$ cat src/rtl/snax_simbacore_pkg.sv
// Shared types and CSR word/status indices for the SimbaCore CSR controller.
package snax_simbacore_pkg;

  typedef enum logic [1:0] {
    IDLE  = 2'd0,
    ISSUE = 2'd1,
    RUN   = 2'd2
  } state_e;

  localparam int unsigned CsrMode   = 0;
  localparam int unsigned CsrSeqLen = 1;
  localparam int unsigned CsrDModel = 2;
  localparam int unsigned CsrDtRank = 3;
  localparam int unsigned CsrDInner = 4;
  localparam int unsigned CsrDFinal = 5;
  localparam int unsigned CsrStart  = 6;

  localparam int unsigned RoBusy     = 0;
  localparam int unsigned RoCycles   = 1;
  localparam int unsigned RoLaunches = 2;
  localparam int unsigned RoMode     = 3;

endpackage

$ cat src/rtl/snax_simbacore_sat_counter.sv
// Up-counter with synchronous clear; Saturate selects hold-at-all-ones vs wrap.
module snax_simbacore_sat_counter #(
  parameter int unsigned Width    = 32,
  parameter bit          Saturate = 1'b0
) (
  input  logic             clk_i,
  input  logic             rst_ni,
  input  logic             clear_i,
  input  logic             en_i,
  output logic [Width-1:0] count_o
);

  logic [Width-1:0] count_q;

  always_ff @(posedge clk_i or negedge rst_ni) begin
    if (!rst_ni) begin
      count_q <= '0;
    end else if (clear_i) begin
      count_q <= '0;
    end else if (en_i) begin
      if (!(Saturate && (count_q == '1))) begin
        count_q <= count_q + {{(Width-1){1'b0}}, 1'b1};
      end
    end
  end

  assign count_o = count_q;

endmodule

$ cat src/rtl/snax_simbacore_csr_ctrl.sv
// CSR-to-SimbaCore launch controller: latches config words, issues io_config, tracks busy.
// Optional cycle counter on ro[1] enabled by SNAX_SIMBACORE_CSR_PERF_CNT_EN.
module snax_simbacore_csr_ctrl
  import snax_simbacore_pkg::*;
#(
  parameter int unsigned RegRWCount   = 7,
  parameter int unsigned RegROCount   = 4,
  parameter int unsigned RegDataWidth = 32,
  parameter int unsigned ModeWidth    = 13
) (
  input  logic                    clk_i,
  input  logic                    rst_ni,
  input  logic [RegDataWidth-1:0] csr_reg_set_i [RegRWCount],
  input  logic                    csr_reg_set_valid_i,
  output logic                    csr_reg_set_ready_o,
  output logic [RegDataWidth-1:0] csr_reg_ro_set_o [RegROCount],
  output logic                    cfg_valid_o,
  input  logic                    cfg_ready_i,
  output logic [ModeWidth-1:0]    cfg_mode_o,
  output logic [RegDataWidth-1:0] cfg_seq_len_o,
  output logic [RegDataWidth-1:0] cfg_d_model_o,
  output logic [RegDataWidth-1:0] cfg_dt_rank_o,
  output logic [RegDataWidth-1:0] cfg_d_inner_o,
  output logic [RegDataWidth-1:0] cfg_d_final_o,
  input  logic                    core_busy_i
);

  state_e state_q, state_d;
  logic   busy_seen_q, busy_seen_d;
  logic   accept, handshake;

  logic [ModeWidth-1:0]    mode_q;
  logic [RegDataWidth-1:0] seq_len_q, d_model_q, dt_rank_q, d_inner_q, d_final_q;
  logic [RegDataWidth-1:0] cycle_cnt, launch_cnt;

  // Start word and the bits of word 0 above the mode field carry no information here.
  logic unused_csr_bits;
  assign unused_csr_bits = ^{csr_reg_set_i[CsrStart],
                             csr_reg_set_i[CsrMode][RegDataWidth-1:ModeWidth]};

  assign csr_reg_set_ready_o = (state_q == IDLE);
  assign accept              = csr_reg_set_valid_i & csr_reg_set_ready_o;
  assign cfg_valid_o         = (state_q == ISSUE);
  assign handshake           = cfg_valid_o & cfg_ready_i;

  always_ff @(posedge clk_i or negedge rst_ni) begin
    if (!rst_ni) begin
      state_q     <= IDLE;
      busy_seen_q <= 1'b0;
    end else begin
      state_q     <= state_d;
      busy_seen_q <= busy_seen_d;
    end
  end

  always_comb begin
    state_d     = state_q;
    busy_seen_d = busy_seen_q;
    unique case (state_q)
      IDLE: begin
        if (accept) begin
          state_d     = ISSUE;
          busy_seen_d = 1'b0;
        end
      end
      ISSUE: begin
        if (cfg_ready_i) state_d = (mode_q == '0) ? IDLE : RUN;
      end
      RUN: begin
        // Completion needs a busy cycle strictly before the idle one.
        if (core_busy_i)      busy_seen_d = 1'b1;
        else if (busy_seen_q) state_d     = IDLE;
      end
      default: state_d = IDLE;
    endcase
  end

  always_ff @(posedge clk_i or negedge rst_ni) begin
    if (!rst_ni) begin
      mode_q    <= '0;
      seq_len_q <= '0;
      d_model_q <= '0;
      dt_rank_q <= '0;
      d_inner_q <= '0;
      d_final_q <= '0;
    end else if (accept) begin
      mode_q    <= csr_reg_set_i[CsrMode][ModeWidth-1:0];
      seq_len_q <= csr_reg_set_i[CsrSeqLen];
      d_model_q <= csr_reg_set_i[CsrDModel];
      dt_rank_q <= csr_reg_set_i[CsrDtRank];
      d_inner_q <= csr_reg_set_i[CsrDInner];
      d_final_q <= csr_reg_set_i[CsrDFinal];
    end
  end

  assign cfg_mode_o    = mode_q;
  assign cfg_seq_len_o = seq_len_q;
  assign cfg_d_model_o = d_model_q;
  assign cfg_dt_rank_o = dt_rank_q;
  assign cfg_d_inner_o = d_inner_q;
  assign cfg_d_final_o = d_final_q;

  snax_simbacore_sat_counter #(
    .Width    (RegDataWidth),
    .Saturate (1'b0)
  ) i_launch_cnt (
    .clk_i   (clk_i),
    .rst_ni  (rst_ni),
    .clear_i (1'b0),
    .en_i    (handshake),
    .count_o (launch_cnt)
  );

`ifdef SNAX_SIMBACORE_CSR_PERF_CNT_EN
  snax_simbacore_sat_counter #(
    .Width    (RegDataWidth),
    .Saturate (1'b1)
  ) i_cycle_cnt (
    .clk_i   (clk_i),
    .rst_ni  (rst_ni),
    .clear_i (accept),
    .en_i    (state_q != IDLE),
    .count_o (cycle_cnt)
  );
`else
  assign cycle_cnt = '0;
`endif

  always_comb begin
    for (int unsigned i = 0; i < RegROCount; i++) csr_reg_ro_set_o[i] = '0;
    csr_reg_ro_set_o[RoBusy][0]     = (state_q != IDLE);
    csr_reg_ro_set_o[RoCycles]      = cycle_cnt;
    csr_reg_ro_set_o[RoLaunches]    = launch_cnt;
    csr_reg_ro_set_o[RoMode]        = {{(RegDataWidth-ModeWidth){1'b0}}, mode_q};
  end

endmodule

$ cat config.mk
export PLATFORM = sky130hd
export DESIGN_NAME = snax_simbacore_csr_ctrl
export DESIGN_NICKNAME = d
export VERILOG_FILES = /design/src/rtl/snax_simbacore_pkg.sv /design/src/rtl/snax_simbacore_sat_counter.sv /design/src/rtl/snax_simbacore_csr_ctrl.sv
export SDC_FILE = /design/constraint.sdc
export NUM_CORES = 1
export LEC_CHECK = 0
export CAP_MARGIN = 5
export CORE_AREA = 2 2 205 207
export CTS_BUF_LIST = sky130_fd_sc_hd__clkbuf_8
export DETAILED_ROUTE_END_ITERATION = 8
export DIE_AREA = 0 0 207 209
export PLACE_DENSITY = 0.59
export REMOVE_ABC_BUFFERS = 1
export SLEW_MARGIN = 20
export SYNTH_ARGS = -nofsm -noshare
export SYNTH_HDL_FRONTEND = slang
export SYNTH_SLANG_ARGS = --single-unit
$ cat constraint.sdc
create_clock -name clk_i -period 1.9 [get_ports clk_i]
set_input_delay 0.38 -clock clk_i [delete_from_list [all_inputs] [get_ports clk_i]]
set_output_delay 0.38 -clock clk_i [all_outputs]
set_load 0.05 [all_outputs]
==> PnR_summary.wiki <==
{| class="wikitable"
! Metric !! Value
|-
| Clock latency reported for the late side of the worst-skew pair || approximately 570 ps
|-
| Crit path arrival time || about 1500 ps
|-
| Final period utilization || a little over nine tenths
|-
| Clock tree from TritonCTS || done
|-
| Die Outline Area || ~43,000 sq um
|-
| GR Overflow Total || 0
|-
| Endpoint class of the critical path || output port
|-
| Synth area leader || sky130_fd_sc_hd__dfrtp_1
|-
| Setup crit start kind || flop
|-
| Largest buffer count on any clock path || 3
|-
| Routed wire length || 24,600 microns
|-
| Average footprint of a synthesized cell || 14.4 sq um
|-
| Actual slew at the worst max-slew pin || 512 ps
|-
| Worst-case hold slack || roughly 340 ps
|-
| Filler Cell Count || 4,154
|-
| Final-report hold violation count || 0
|-
| Cell types with the largest area share after synthesis || sky130_fd_sc_hd__dfrtp_1 59%, sky130_fd_sc_hd__mux2_2 22%, sky130_fd_sc_hd__buf_4 8.1%
|-
| Netlist area before placement || 8760 sq um
|-
| Post-detailed-route DRC marker count || 0
|-
| Category of the most critical setup path || reg -> out
|-
| CTS H-tree depth || 2
|-
| Width of the chip || just over 200 microns
|-
| Ratio of total power to cell area || 2000 nW/um^2
|-
| Effective utilization at floorplan || a little over a fifth
|-
| Leak pwr || roughly 6.2 nW
|-
| Placed cells || 1,555
|-
| Core Area || approximately 41,000 sq um
|-
| Max-Cap Viols || 0
|-
| Max FO, Critical Path || 5
|-
| Total count of max-transition violations in the final report || 0
|-
| Post-layout net count || around 1,300
|-
| Yosys reg bits || about 210
|-
| Port Buf Inserts || ~400
|-
| Via count || about 6,200
|-
| Library cells used by synthesis || 31
|-
| Most common cell in the netlist || sky130_fd_sc_hd__dfrtp_1
|-
| CTS root buffer || sky130_fd_sc_hd__clkbuf_8
|-
| Worst slew margin relative to its limit || between 60% and 70%
|-
| Min-delay worst type || in -> async
|-
| Final HPWL DP || between 15,000 and 20,000 microns
|-
| Inserted Clock Buffers || 39
|-
| R2r worst-path depth || 4
|-
| Worst R2R Start || state_q[1]$_DFFE_PN0P_
|-
| Number of antenna violations at the first check in global routing || 0
|-
| Largest net degree at the start of global routing || 46
|-
| Routed length per placed instance || between 15 and 20 microns
|-
| Most common flop cell mapped by yosys || sky130_fd_sc_hd__dfrtp_1
|-
| Flop2flop setup slack || approximately 160 ps
|-
| Vertical die dimension || about 210 microns
|-
| Share of layout cells above drive strength 1 || between 30% and 40%
|-
| Share of flip-flops with an asynchronous set or reset after synthesis || 100%
|-
| I/O pin total || 532
|-
| Global routing usage summed across all routing layers || between 10% and 20%
|-
| Synthesis-to-finish area growth || 57.1%
|-
| Antenna cells || 0
|-
| Maximum ir drop on the vdd rail || roughly 0.0015 V
|-
| Starting DRT DRC Count || between 150 and 200
|-
| Average via count per standard cell || ~3.8
|-
| Clock transition time at the flip-flop clock pins of the worst setup and hold paths || 60 ps
|-
| Reg2Reg Capture Point || i_launch_cnt.count_o[29]$_DFFE_PN0P_
|-
| Worst EP required || between 1500 and 2000 ps
|-
| Antenna-violating nets left || 0
|-
| Number of standard cells in the final layout excluding fillers || 1,623
|-
| Yosys warnings || 0
|-
| Sequential cell area fraction in the yosys report || 59.4%
|-
| Proportion of netlist area held by the largest area contributor || 59.4%
|-
| Upper clock frequency limit || between 500 and 600 MHz
|-
| First-pass GRT wire length || ~38,000 microns
|-
| Placement row count || 75
|-
| Via count of the first global-routing pass || between 6,000 and 7,000
|-
| Most frequent cells after synthesis || 208 x sky130_fd_sc_hd__dfrtp_1, 174 x sky130_fd_sc_hd__mux2_2, 95 x sky130_fd_sc_hd__buf_4
|-
| Setup repair after global routing missed its margin || true
|-
| Buffers inserted by post-CTS timing repair || 0
|-
| Fin Clk Skew || 18.0 ps
|-
| Pre-Repair DR Iteration Count || 4
|-
| Synthesized instance count || 610
|-
| Routability Congestion || 0.754
|-
| Minimum clock period || between 1500 and 2000 ps
|-
| Clock sink count || roughly 210
|-
| Setup-failing EPs final || 0
|-
| Post-synth EDFFs || 0
|-
| Run status || finished, final reports clean
|}
## cells by family (layout without fill, tap and decap cells)
family / after synthesis / in the layout / synth area share (%)
xor gates and xnor gates: 31 / 31 / 3.10
DFF: 208 / 208 / 59.4
AOI/OAI and AO/OA: 4 / 4 / 0.314
buffers and inverters: 121 / 514 / 9.50
adders and majority gates: 1 / 1 / 0.143
other: 1 / 82 / 0.0428
and+or+nand+nor: 70 / 70 / 5.09
muxes: 174 / 174 / 22.4
## power by group
part	internal, mW	switching (mW)
logic	5.11	10.3
registers	6.42	1.20
clock network	2.60	1.91
total	14.1	13.4
## cells in the final DEF, fill, tap and decap left out, drive strengths merged
cell / synthesis / layout
dfrtp: 208 / 208
nand3: 12 / 12
nand2: 8 / 8
and4: 5 / 5
nor4: 6 / 6
and2: 6 / 6
nand4b: 1 / 1
dlygate4sd3: 0 / 1
buf: 112 / 190
clkdlybuf4s15: 0 / 24
nand2b: 1 / 1
bufinv: 0 / 1
a21o: 1 / 1
and3: 4 / 4
clkinv: 0 / 3
conb: 1 / 82
ha: 1 / 1
clkdlybuf4s50: 0 / 176
inv: 6 / 16
xor2: 9 / 9
dlygate4sd2: 0 / 48
nor2: 5 / 5
nor3: 7 / 7
a32o: 1 / 1
xnor2: 22 / 22
mux2: 174 / 174
clkbuf: 3 / 55
a21oi: 2 / 2
or4: 1 / 1
nand4: 14 / 14
## flip-flops by register name, indices dropped and copies added (netlist names)
| register | count |
|---|---|
| cfg_d_inner_o | 32 |
| busy_seen_q | 1 |
| cfg_seq_len_o | 32 |
| cfg_mode_o | 13 |
| cfg_d_final_o | 32 |
| cfg_dt_rank_o | 32 |
| state_q | 2 |
| cfg_d_model_o | 32 |
| i_launch_cnt.count_o | 32 |
## worst max-delay path, cell delays in order, from the launching register on
cell,delay [ps]
sky130_fd_sc_hd__dfrtp_1,380
sky130_fd_sc_hd__inv_1,120
sky130_fd_sc_hd__nor2_2,260
sky130_fd_sc_hd__buf_12,180
## worst max path at each step
stage,from,endpoint,slack [ps],depth (start not counted)
6_report,state_q[0]$_DFFE_PN0P_,cfg_valid_o,40,3
5_1_grt,state_q[1]$_DFFE_PN0P_,csr_reg_ro_set_o[96],-60,3
4_1_cts,state_q[0]$_DFFE_PN0P_,cfg_valid_o,-20,3
3_5_place_dp,cfg_ready_i,i_launch_cnt.count_o[26]$_DFFE_PN0P_,-230,7
3_3_place_gp,cfg_ready_i,i_launch_cnt.count_o[31]$_DFFE_PN0P_,-240,5
2_1_floorplan,state_q[1]$_DFFE_PN0P_,cfg_d_final_o[0]$_DFFE_PN0P_,-5900,3
## per-layer routing
layer  track usage (%)  part of all wire, %
met4              3.87                  2.4
met2              19.1                   49
met3              4.73                  8.8
met1              12.7                   40
met5                 0                    0
## what timing repair did
action | CTS | global route
setup endpoints to repair | 74 | 22
resized for setup | 81 | 19
hold buffers | 1 | 0
hold endpoints to repair | 36 | 0
## layout make-up
class | instances | area (sq um) | share of cell area (%)
clock inverters | 14 | 82.6 | 0.600
well taps | 539 | 674 | 4.90
clock buffers | 53 | 729 | 5.30
repair buffers | 441 | 4020 | 29.2
inverters | 6 | 22.5 | 0.164
multi-input cells | 362 | 3030 | 22.0
flip-flops and latches | 208 | 5200 | 37.8
## through the flow
| stage | setup WS, ps | utilization (%) | power, mW | instance area (sq um) | TNS (ps) |
|---|---|---|---|---|---|
| CTS | -22.1 | 33.3 | 28.0 | 13700 | -22.4 |
| detailed placement | -230 | 31.5 | 23.8 | 13000 | -3200 |
| floorplan | -5900 | - | 14.7 | 8250 | -1026880 |
| global route | -64.0 | 33.3 | 28.9 | 13800 | -177 |
| global placement | -241 | 31.5 | 23.7 | 13000 | -2890 |
| finish | 43.0 | 33.3 | 27.6 | 13800 | 0 |
Note: power is estimated with default switching activity, not from simulation.
